File: config.mk
export PLATFORM = sky130hd
export DESIGN_NAME = lcd_frame_capture
export DESIGN_NICKNAME = d
export VERILOG_FILES = /design/src/rtl/lcd_pkg.sv /design/src/rtl/sync_edge_detect.sv /design/src/rtl/lcd_frame_capture.sv
export SDC_FILE = /design/constraint.sdc
export NUM_CORES = 1
export LEC_CHECK = 0
export CORE_UTILIZATION = 55
export CTS_BUF_LIST = sky130_fd_sc_hd__clkbuf_2 sky130_fd_sc_hd__clkbuf_4 sky130_fd_sc_hd__clkbuf_8
export CTS_CLUSTER_SIZE = 28
export DETAILED_ROUTE_END_ITERATION = 8
export PLACE_DENSITY = 0.84
export SYNTH_ARGS = -nofsm -noshare
export SYNTH_HDL_FRONTEND = slang
export SYNTH_SLANG_ARGS = --single-unit
File: constraint.sdc
create_clock -name clock -period 3.15 [get_ports clock]
set_input_delay 0.315 -clock clock [delete_from_list [all_inputs] [get_ports clock]]
set_output_delay 0.315 -clock clock [all_outputs]
set_load 0.03 [all_outputs]
File: src/rtl/lcd_pkg.sv
`default_nettype none
// ============================================================================
// Module   : lcd_pkg
// Purpose  : Shared LCD geometry, shade encoding and capture FSM encoding.
// Revision : 1.0 - initial release
// ============================================================================
package lcd_pkg;

    localparam int LCD_WIDTH  = 160;
    localparam int LCD_HEIGHT = 144;

    // Shade 0 is the lightest pixel, 3 the darkest.
    typedef enum logic [1:0] {
        SHADE_LIGHTEST = 2'd0,
        SHADE_LIGHT    = 2'd1,
        SHADE_DARK     = 2'd2,
        SHADE_DARKEST  = 2'd3
    } shade_t;

    localparam logic [0:0] ST_WAIT_VSYNC = 1'b0;
    localparam logic [0:0] ST_CAPTURE    = 1'b1;

endpackage
`default_nettype wire

File: src/rtl/sync_edge_detect.sv
`default_nettype none
// ============================================================================
// Module   : sync_edge_detect
// Purpose  : Rising-edge detector on a registered copy of a level input.
// Revision : 1.0 - initial release
// ============================================================================
module sync_edge_detect #(
    parameter logic RESET_VAL = 1'b1
) (
    input  logic clock,
    input  logic reset,
    input  logic i_sig,
    output logic o_edge
);

    logic r_q;

    // Resetting high suppresses an edge on a level that is already high.
    always_ff @(posedge clock) begin
        if (reset) begin
            r_q <= RESET_VAL;
        end else begin
            r_q <= i_sig;
        end
    end

    assign o_edge = i_sig & ~r_q;

endmodule
`default_nettype wire

File: src/rtl/lcd_frame_capture.sv
`default_nettype none
// ============================================================================
// Module   : lcd_frame_capture
// Purpose  : Captures the PPU pixel stream into a double-buffered framebuffer.
// Revision : 1.0 - initial release
// ============================================================================
module lcd_frame_capture
    import lcd_pkg::*;
#(
    parameter int WIDTH  = LCD_WIDTH,
    parameter int HEIGHT = LCD_HEIGHT,
    parameter int AW     = 15
) (
    input  logic          clock,
    input  logic          reset,
    input  logic [1:0]    pixel_data,
    input  logic          pixel_latch,
    input  logic          hsync,
    input  logic          vsync,
    input  logic          capture_en,
    input  logic          err_clear,
    output logic [AW:0]   fb_addr,
    output logic [1:0]    fb_data,
    output logic          fb_we,
    output logic          display_bank,
    output logic          frame_done,
    output logic [7:0]    frame_count,
    output logic          line_err,
    output logic          frame_err
);

    localparam int XW = $clog2(WIDTH + 1);
    localparam int YW = $clog2(HEIGHT + 1);

    localparam logic [XW-1:0] c_X_END     = XW'(WIDTH);
    localparam logic [YW-1:0] c_Y_END     = YW'(HEIGHT);
    localparam logic [AW-1:0] c_LINE_STEP = AW'(WIDTH);

    logic          w_hs_edge;
    logic          w_vs_edge;

    logic [0:0]    r_state;
    logic [0:0]    w_state_next;
    logic [XW-1:0] r_x,         w_x;
    logic [YW-1:0] r_y,         w_y;
    logic [AW-1:0] r_offset,    w_offset;
    logic [AW-1:0] r_line_base, w_line_base;
    logic [AW:0]   r_fb_addr,   w_fb_addr;
    logic [1:0]    r_fb_data,   w_fb_data;
    logic          r_fb_we,     w_fb_we;
    logic          r_display_bank, w_display_bank;
    logic          r_frame_done,   w_frame_done;
    logic [7:0]    r_frame_count,  w_frame_count;
    logic          r_line_err,     w_line_err;
    logic          r_frame_err,    w_frame_err;

    sync_edge_detect #(.RESET_VAL(1'b1)) u_hsync_edge (
        .clock  (clock),
        .reset  (reset),
        .i_sig  (hsync),
        .o_edge (w_hs_edge)
    );

    sync_edge_detect #(.RESET_VAL(1'b1)) u_vsync_edge (
        .clock  (clock),
        .reset  (reset),
        .i_sig  (vsync),
        .o_edge (w_vs_edge)
    );

    always_ff @(posedge clock) begin
        if (reset) begin
            r_state <= ST_WAIT_VSYNC;
        end else begin
            r_state <= w_state_next;
        end
    end

    always_comb begin
        w_state_next = r_state;
        case (r_state)
            ST_WAIT_VSYNC: if (w_vs_edge && capture_en)  w_state_next = ST_CAPTURE;
            ST_CAPTURE:    if (w_vs_edge && !capture_en) w_state_next = ST_WAIT_VSYNC;
            default:       w_state_next = ST_WAIT_VSYNC;
        endcase
    end

    // Events apply in pixel -> hsync -> vsync order, each seeing the prior result.
    always_comb begin
        w_x            = r_x;
        w_y            = r_y;
        w_offset       = r_offset;
        w_line_base    = r_line_base;
        w_fb_we        = 1'b0;
        w_fb_addr      = r_fb_addr;
        w_fb_data      = r_fb_data;
        w_display_bank = r_display_bank;
        w_frame_done   = 1'b0;
        w_frame_count  = r_frame_count;
        w_line_err     = r_line_err  & ~err_clear;
        w_frame_err    = r_frame_err & ~err_clear;

        if (r_state == ST_CAPTURE) begin
            if (pixel_latch) begin
                if (r_x == c_X_END) w_line_err  = 1'b1;
                if (r_y == c_Y_END) w_frame_err = 1'b1;
                if (r_x != c_X_END && r_y != c_Y_END) begin
                    w_fb_we   = 1'b1;
                    w_fb_addr = {~r_display_bank, r_offset};
                    w_fb_data = pixel_data;
                    w_offset  = r_offset + AW'(1);
                    w_x       = r_x + XW'(1);
                end
            end

            if (w_hs_edge && w_y != c_Y_END) begin
                if (w_x != c_X_END) w_line_err = 1'b1;
                w_y         = w_y + YW'(1);
                w_x         = '0;
                w_offset    = w_line_base + c_LINE_STEP;
                w_line_base = w_line_base + c_LINE_STEP;
            end

            if (w_vs_edge && capture_en) begin
                if (w_y == c_Y_END) begin
                    w_display_bank = ~r_display_bank;
                    w_frame_done   = 1'b1;
                    w_frame_count  = r_frame_count + 8'd1;
                end else begin
                    w_frame_err = 1'b1;
                end
            end
        end

        if (w_vs_edge) begin
            w_x         = '0;
            w_y         = '0;
            w_offset    = '0;
            w_line_base = '0;
        end
    end

    always_ff @(posedge clock) begin
        if (reset) begin
            r_x            <= '0;
            r_y            <= '0;
            r_offset       <= '0;
            r_line_base    <= '0;
            r_fb_we        <= 1'b0;
            r_fb_addr      <= '0;
            r_fb_data      <= '0;
            r_display_bank <= 1'b0;
            r_frame_done   <= 1'b0;
            r_frame_count  <= '0;
            r_line_err     <= 1'b0;
            r_frame_err    <= 1'b0;
        end else begin
            r_x            <= w_x;
            r_y            <= w_y;
            r_offset       <= w_offset;
            r_line_base    <= w_line_base;
            r_fb_we        <= w_fb_we;
            r_fb_addr      <= w_fb_addr;
            r_fb_data      <= w_fb_data;
            r_display_bank <= w_display_bank;
            r_frame_done   <= w_frame_done;
            r_frame_count  <= w_frame_count;
            r_line_err     <= w_line_err;
            r_frame_err    <= w_frame_err;
        end
    end

    assign fb_addr      = r_fb_addr;
    assign fb_data      = r_fb_data;
    assign fb_we        = r_fb_we;
    assign display_bank = r_display_bank;
    assign frame_done   = r_frame_done;
    assign frame_count  = r_frame_count;
    assign line_err     = r_line_err;
    assign frame_err    = r_frame_err;

endmodule
`default_nettype wire

==> impl.org, run 1 <==
** Timing
- Adding up every negative setup slack in the final design gives 0 ns.
- Setup violations remaining at the end of the flow were counted as 0.
- The number of max-slew violations in the final report is 0.
- Setup WS post-layout :: 0.3953 ns
- The final critical path takes up just under 90% of the cycle.
- Final Hold Vio Count :: 0
- Across the routed clock network, the largest skew measured is 0.009466 ns.
- Maximum clock frequency :: ~360 MHz
- The worst pin sits at a relative slew slack of 14.67%.
- Final critical path time including I/O delays and setup :: 2.755 ns
- Setup repair after global routing left no endpoint under its margin.
- For the pin with the worst max-slew slack, the measured transition is between 1 and 1.5 ns.

** Setup path
- The largest individual stage delay along the critical path comes from the cell sky130_fd_sc_hd__nor2_1.
- Category of the critical setup timing path :: reg -> reg
- For this run, the slowest stage of the critical path takes about 0.83 ns.
- Largest fanout on the critical path :: 16
- STA puts the critical path data required time at 3.41 ns.
- Data arrives at the worst endpoint at slightly above 3 ns.
- Startpoint kind of the worst setup timing path :: flop
- The critical path goes through inv_1, ha_1, nor4bb_1, buf_4, a21o_1, nor2_1, nand4_1, a221oi_1.
- STA classifies the critical path endpoint as a flop.

** Finish
- The layout has 560 filler cells.
- Total area of multi-input combinational cells :: 0.002302 mm^2
- Most common library cell in the layout ignoring fill and taps :: sky130_fd_sc_hd__dfxtp_1
- Across the whole layout, storage elements account for 0.001501 mm^2.
- Count of antenna diodes in the layout :: 0
- P&R area growth vs syn :: 17.48%
- In the final layout, the share of cells above drive strength 1 is 8.253%.
- The final layout contains 532 nets.
- The top cell types in the final layout, fill and taps aside, are sky130_fd_sc_hd__dfxtp_1, sky130_fd_sc_hd__nand2_1, sky130_fd_sc_hd__a21oi_1.

** Place
- HPWL after DPL :: 6.572 mm
- The congestion estimate from routability-driven global placement came to 0.8957.
- Pre-CTS worst setup slack :: 0.2794 ns
- Number of port buffers :: 39

** Clock network
- TritonCTS clock tree :: built
- The longest clock path from root to sink contains 2 buffers.
- Clock input transition at the sequential cells of the worst setup and hold paths :: 0.09 ns
- Cell at the root of the clock tree :: sky130_fd_sc_hd__clkbuf_8
- In this run the post-CTS setup repair buffer count came out at 0.
- Post-CTS repair changed the size of 0 cells.
- Clock tree synthesis inserted a total of 9 buffers.
- Source-to-sink clock delay at the later pin of the worst-skew pair :: 0.36 ns
- The clock drives 75 sinks.
- The clock tree synthesis step divided the H-tree into 3 levels.
- Buffers inserted to repair hold after CTS numbered 0.

** Global route
- Summed over all layers, the global routing overflow is 0.
- Initial antenna violation count :: 0
- The first global-routing pass estimated 16.12 mm of wire.
- Entering global routing, the biggest net connects 42 pins.
- Global-route total usage across every layer :: 27.26%
- Number of global-route vias before repair :: 3436

** Synthesis
- Post-Syn Nets :: 500
- Cell area after synthesis :: 0.003951 mm^2
- After synthesis, the share of flip-flops with an asynchronous set or reset is 0%.
- After synthesis, the netlist uses slightly above 60 different library cells.
- Summing the sequential cell areas from Yosys gives a little under two fifths of the chip area.
- During synthesis, Yosys emitted a total of 0 warnings.
- After synthesis the netlist holds a flip-flop and latch count of 75.
- For this run, the leading register cell type out of synthesis is sky130_fd_sc_hd__dfxtp_1.
- Number of standard cells after synthesis :: 484
- Avg Inst Size Synth :: 8.164 um^2
- Counting flops with a built-in enable in the synthesized netlist gives 0.

** Job
- Reported max-cap violation count :: 0

** Routing
- Vias post-DR :: 3710
- For this block, the routed nets add up to 9.623 mm of wire.
- DR pass1 iterations :: 4
- After detailed routing, the number of remaining DRC violations is 0.
- For this block, the initial DRC count from the detailed router was roughly 280.
- Once detail routing completed, the nets flagged for antenna violations numbered 0.
- Dividing the detail-routed via count by the number of cells gives 6.013.
- After detailed routing, the average wire length per cell comes to 15.60 um.

** Power and ir drop
- For this design the static power due to leakage is 1.571 nW.
- Dividing total power by cell area gives a power density of between 300 and 400 mW/mm^2.
- VDD sags by at most 223.0 uV.

** Worst hold path
- In this run the worst hold path is classified as reg -> reg.

** Run status
- The flow ran to the end, and the final reports show no timing, DRC or antenna violations.

** Die
- Die area :: 0.007527 mm^2
- The initialized floorplan defines 30 standard-cell rows.
- Area of the core region :: 0.006869 mm^2
- For this configuration, the core starts out at a cell density of roughly 58%.
- 40 I/O pins were placed.
- Measured along the y axis, the die boundary spans 86.76 um.
- Width of the die :: 86.76 um
through the flow:
| stage | std cells | hold WS, ns | cell area (um^2) | utilization, % | total power, mW |
|---|---|---|---|---|---|
| floorplan | 484 | 0.4216 | 3951 | - | 1.032 |
| global placement | 601 | 0.4423 | 4431 | 64.50 | 1.064 |
| detailed placement | 601 | 0.4492 | 4431 | 64.50 | 1.066 |
| CTS | 617 | 0.4618 | 4642 | 67.58 | 1.830 |
| global route | 617 | 0.4822 | 4642 | 67.58 | 1.889 |
| finish | 617 | 0.4581 | 4642 | 67.58 | 1.828 |
cell usage after synthesis, types with 7 or more instances:
library cell               number  area share, %
sky130_fd_sc_hd__ha_1           7            2.2
sky130_fd_sc_hd__nand3_1       16            2.0
sky130_fd_sc_hd__nor2_1        35            3.3
sky130_fd_sc_hd__and3_1         9            1.4
sky130_fd_sc_hd__o21ai_0       20            2.5
sky130_fd_sc_hd__a21oi_1       49            6.2
sky130_fd_sc_hd__xor2_1        14            3.1
sky130_fd_sc_hd__nor2b_1        8            1.3
sky130_fd_sc_hd__clkbuf_1      23            2.2
sky130_fd_sc_hd__or3_1         12            1.9
sky130_fd_sc_hd__nand2_1       65            6.2
sky130_fd_sc_hd__xnor2_1       14            3.1
sky130_fd_sc_hd__dfxtp_1       75             38
sky130_fd_sc_hd__inv_1          7           0.67
sky130_fd_sc_hd__nor3_1        10            1.3
sky130_fd_sc_hd__nand4_1       14            2.2
area by class of cell:
type | instances | area share (%)
flip-flops and latches | 75 | 32.35
clock inverters | 6 | 1.590
clock buffers | 10 | 2.965
repair buffers | 51 | 10.35
inverters | 7 | 0.5660
well taps | 96 | 2.588
multi-input cells | 372 | 49.60
logic make-up (layout without fill, tap and decap cells):
kind of cell	after synthesis	in the layout	synth area share (%)
buffers and inverters	37	74	3.863
multiplexers	8	8	2.216
adder cells (fa/ha/maj)	7	7	2.216
flip-flops	75	75	38.00
XOR/XNOR	28	28	6.207
AO/OA/AOI/OAI	113	113	17.86
AND/OR/NAND/NOR	216	216	29.64
layer usage:
layer  routed length [um]  track usage, %  vias to the layer above
met4                  137           12.73                        0
met5                    0               0                        -
met2                 4724           46.90                      128
met3                  626           4.762                       13
li1                     -               -                     1820
met1                 4135           33.15                     1749
worst max-delay path: cells and delay by family (launching register included):
kind                     cells  cell delay, ns
flip-flops                   1            0.44
AND/OR/NAND/NOR              3            1.18
buffers and inverters        2            0.27
adder cells (fa/ha/maj)      1            0.22
AO/OA/AOI/OAI                2            0.55
registers in the layout (all words and copies together), names as in the netlist, named ones only:
signal,flops
u_vsync_edge.r_q,1
line_err,1
r_y,8
frame_err,1
r_offset,15
display_bank,1
u_hsync_edge.r_q,1
r_line_base,10
frame_count,8
frame_done,1
fb_addr,16
r_x,8
fb_we,1
fb_data,2
worst paths after layout:
check	startpoint	to	slack [ns]	cells past startpoint
hold reg to reg	fb_data[1]$_SDFFE_PP0P_	fb_data[1]$_SDFFE_PP0P_	0.46	2
setup reg to reg	r_y[0]$_SDFFE_PP0P_	r_offset[8]$_SDFFE_PP0P_	0.40	8
hold / removal	fb_data[1]$_SDFFE_PP0P_	fb_data[1]$_SDFFE_PP0P_	0.46	2
setup / recovery	r_y[0]$_SDFFE_PP0P_	r_offset[8]$_SDFFE_PP0P_	0.40	8
where the power goes:
| group | internal (mW) | leakage [nW] | switching, mW |
|---|---|---|---|
| logic | 0.0312 | 0.866 | 0.0561 |
| clock network | 0.395 | 0.101 | 0.387 |
| registers | 0.952 | 0.605 | 0.00630 |
No activity file was read; power rests on OpenSTA's default activity.
==> run 2, diff against run 1 <==
--- a/config.mk
+++ b/config.mk
@@ -5,11 +5,11 @@
 export SDC_FILE = /design/constraint.sdc
 export NUM_CORES = 1
 export LEC_CHECK = 0
-export CORE_UTILIZATION = 55
+export CORE_UTILIZATION = 40
 export CTS_BUF_LIST = sky130_fd_sc_hd__clkbuf_2 sky130_fd_sc_hd__clkbuf_4 sky130_fd_sc_hd__clkbuf_8
-export CTS_CLUSTER_SIZE = 28
+export CTS_CLUSTER_SIZE = 24
 export DETAILED_ROUTE_END_ITERATION = 8
-export PLACE_DENSITY = 0.84
+export PLACE_DENSITY = 0.66
 export SYNTH_ARGS = -nofsm -noshare
 export SYNTH_HDL_FRONTEND = slang
 export SYNTH_SLANG_ARGS = --single-unit
==> run 2 against run 1 <==
  * Worst setup slack improved by 0.24 ns
  * Sequential cell count stayed put
  * Die area is 37% higher
  * Sequential share of layout area decreased by 0.11 points
  * Fmax increased by 9.4%
  * Critical endpoint is now r_offset[4]$_SDFFE_PP0P_
==> impl.org, run 2 (synthesis results as in run 1) <==
** Routing
- Aggregate routed wire length :: 9.837 mm (was 9.623 mm)
- DR pass1 iterations :: 5 (was 4)
- Post-detailed-route count of antenna-violating nets :: 0 (unchanged)
- The average detailed-routed wire length per instance was 15.16 um (was 15.60 um).
- The total via count in the routed design was 3626 (was 3710).
- Initial DRC count :: 203 (was 282)
- The total DRC errors in the routed layout came to 0 (unchanged).
- The post-detailed-route via-to-cell ratio was 5.587 (was 6.013).

** Power and ir drop
- Internal Power :: 1.369 mW (was 1.379 mW)
- The combinational cell fraction of total power is 4.8% (about the same).
- The sequential group share of total power came to 54.1% (was 52.4%).
- Maximum resistive drop on vdd :: 211.0 uV (was 223.0 uV)
- The switching part of the total is 22.85% (was 24.58%).
- Switching power :: 0.4054 mW (was 0.4493 mW)
- The static leakage power is 1.571 nW (about the same).
- The power per unit of standard cell area is 380.9 mW/mm^2 (was 393.8 mW/mm^2).
- Share of total power in the clock network :: 41.1% (was 42.8%)

** Finish
- Most common library cell in the layout ignoring fill and taps :: sky130_fd_sc_hd__dfxtp_1 (unchanged)
- The number of flip-flops under the largest register name is 16 (unchanged).
- P&R area growth vs syn :: 17.89% (was 17.48%)
- The end-of-flow core utilization came to 49.48% (was 67.58%).
- Number of nets at the end of the flow :: 532 (unchanged)
- Leading cell types in the layout, fill and taps excluded :: sky130_fd_sc_hd__dfxtp_1, sky130_fd_sc_hd__nand2_1, sky130_fd_sc_hd__a21oi_1 (unchanged)
- Area of all placed cells without fillers :: 0.004658 mm^2 (was 0.004642 mm^2)
- Count of antenna diodes in the layout :: 0 (unchanged)
- The fraction of layout instances using a drive strength above 1 was 8.077% (was 8.253%).

** Setup path
- Reg2reg path depth :: 7 (was 8)
- Critical path data required time :: 3.44 ns (was 3.41 ns)
- Category of the critical setup timing path :: reg -> reg (unchanged)
- Reg2reg setup slack :: 0.63 ns (was 0.40 ns)
- The endpoint of the most critical register-to-register path is r_offset[4]$_SDFFE_PP0P_ (was r_offset[8]$_SDFFE_PP0P_).
- The launching point of the worst reg2reg path is r_y[0]$_SDFFE_PP0P_ (unchanged).
- Largest fanout on the critical path :: 11 (was 16)
- The arrival time at the worst endpoint was 2.80 ns (was 3.02 ns).
- Type of element capturing the critical path :: flop (unchanged)
- The category of the worst setup path launch point is a flop (unchanged).

** Clock network
- Number of H-tree branching levels :: 3 (unchanged)
- The number of gates resized after CTS is 0 (unchanged).
- The TritonCTS clock tree was built (unchanged).
- Post-cts hold buffer count :: 0 (unchanged)
- Deepest clock path buffer count :: 2 (unchanged)
- Cts bufs inserted :: 9 (unchanged)
- The number of clock sinks is 75 (unchanged).
- The buffer cell driving the clock tree root is sky130_fd_sc_hd__clkbuf_8 (unchanged).
- The clock network latency to the later pin of the worst-skew pair came to 0.35 ns (was 0.36 ns).
- Clock input transition at the sequential cells of the worst setup and hold paths :: 0.08 ns (was 0.09 ns)
- Buffers inserted during post-CTS setup optimization :: 0 (unchanged)

** Die
- Cell Rows :: 35 (was 30)
- Initial core utilization :: 41.97% (was 57.52%)
- The I/O pin count came to 40 (unchanged).
- Width of the die :: 101.4 um (was 86.76 um)
- The die boundary height is 101.4 um (was 86.76 um).
- The core footprint was 0.009415 mm^2 (was 0.006869 mm^2).
- Die area :: 0.01028 mm^2 (was 0.007527 mm^2)

** Timing
- The worst max-slew margin expressed relative to the limit is 39.01% (was 14.67%).
- The final number of hold-violating endpoints was 0 (unchanged).
- The setup skew after layout is 0.009797 ns (was 0.009466 ns).
- The final number of setup-violating endpoints was 0 (unchanged).
- The accumulated negative setup slack came to 0 ns (unchanged).
- The share of the clock period used by the worst path is 79.97% (was 87.45%).
- Worst slew pin tran :: 0.9054 ns (was 1.274 ns)
- Maximum clock frequency :: 397.0 MHz (was 363.0 MHz)
- Setup repair after global routing missed its margin: false (unchanged).
- Count of pins over their slew limit :: 0 (unchanged)
- Final critical path time including I/O delays and setup :: 2.519 ns (was 2.755 ns)

** Global route
- GRT overflow :: 0 (unchanged)
- The via count of the first global-routing pass was 3523 (was 3436).
- Global-route total usage across every layer :: 20.51% (was 27.26%)
- Initial antenna violation count :: 0 (unchanged)
- The largest net degree at the start of global routing was 42 (unchanged).
- The global-route wire length before repair was 16.71 mm (was 16.12 mm).

** Worst hold path
- Worst Hold Path EP :: fb_addr[1]$_SDFFE_PP0P_ (was fb_data[1]$_SDFFE_PP0P_)
- Number of cells on the worst hold path :: 2 (unchanged)
- Type of the worst min-delay path :: reg -> reg (unchanged)
- The startpoint of the worst hold path is fb_addr[1]$_SDFFE_PP0P_ (was fb_data[1]$_SDFFE_PP0P_).

** Job
- Reported max-cap violation count :: 0 (unchanged)

** Place
- The post-place instance area is 0.004472 mm^2 (was 0.004431 mm^2).
- The routability congestion estimate was 0.8636 (was 0.8957).
- The sum of net half-perimeters after detailed placement is 6.711 mm (was 6.572 mm).
- The port buffer count was 39 (unchanged).

** Run status
- Result of the run: finished, final reports clean (unchanged).
## run 2: per-stage QoR
stage	cells	total power [mW]	hold WS, ns	setup WS, ns
floorplan	484	1.032	0.4216	0.8952
global placement	634	1.065	0.4460	0.7372
detailed placement	634	1.066	0.4494	0.7081
CTS	649	1.795	0.4598	0.6804
global route	649	1.857	0.4788	0.4310
finish	649	1.774	0.4572	0.6310
## run 2: critical path, cell delays in order (launching register included)
cell                       delay [ns]
sky130_fd_sc_hd__dfxtp_1         0.36
sky130_fd_sc_hd__inv_1           0.10
sky130_fd_sc_hd__ha_1            0.18
sky130_fd_sc_hd__nor4bb_1        0.46
sky130_fd_sc_hd__a211o_1         0.46
sky130_fd_sc_hd__o21ai_0         0.45
sky130_fd_sc_hd__nand4_1         0.26
sky130_fd_sc_hd__mux2i_1         0.19
## run 2: layout make-up
type | instances | area, um^2
Clock buffer | 12 | 146.4
Clock inverter | 3 | 40.04
Fill cell | 914 | 4757
Inverter | 7 | 26.28
Multi-Input combinational cell | 372 | 2302
Sequential cell | 75 | 1501
Tap cell | 129 | 161.4
Timing Repair Buffer | 51 | 480.5
## run 2: how the worst max path moves through the flow
| stage | startpoint | end | slack, ns | depth (start not counted) |
|---|---|---|---|---|
| after floorplan | r_y[0]$_SDFFE_PP0P_ | frame_count[2]$_SDFFE_PP0P_ | 0.90 | 10 |
| after global placement | hsync | frame_count[3]$_SDFFE_PP0P_ | 0.74 | 7 |
| after detailed placement | r_y[0]$_SDFFE_PP0P_ | r_offset[4]$_SDFFE_PP0P_ | 0.71 | 7 |
| after CTS | r_y[0]$_SDFFE_PP0P_ | r_offset[8]$_SDFFE_PP0P_ | 0.68 | 6 |
| after global routing | r_y[0]$_SDFFE_PP0P_ | r_offset[7]$_SDFFE_PP0P_ | 0.43 | 7 |
| final | r_y[0]$_SDFFE_PP0P_ | r_offset[4]$_SDFFE_PP0P_ | 0.63 | 7 |
## run 2: routing by layer
metal	wire, um	share of wire [%]	GRT usage, %
met1	4583	47	25.69
met2	4739	48	34.96
met3	404	4.1	5.107
met4	109	1.1	5.797
met5	0	0	0
## run 2: power groups by stage
stage	logic, mW	clock network (mW)	registers, mW
after global placement	0.0841	0	0.981
after global routing	0.0937	0.804	0.960
after detailed placement	0.0849	0	0.981
after CTS	0.0856	0.751	0.959
after floorplan	0.0516	0	0.980
final	0.0852	0.730	0.959
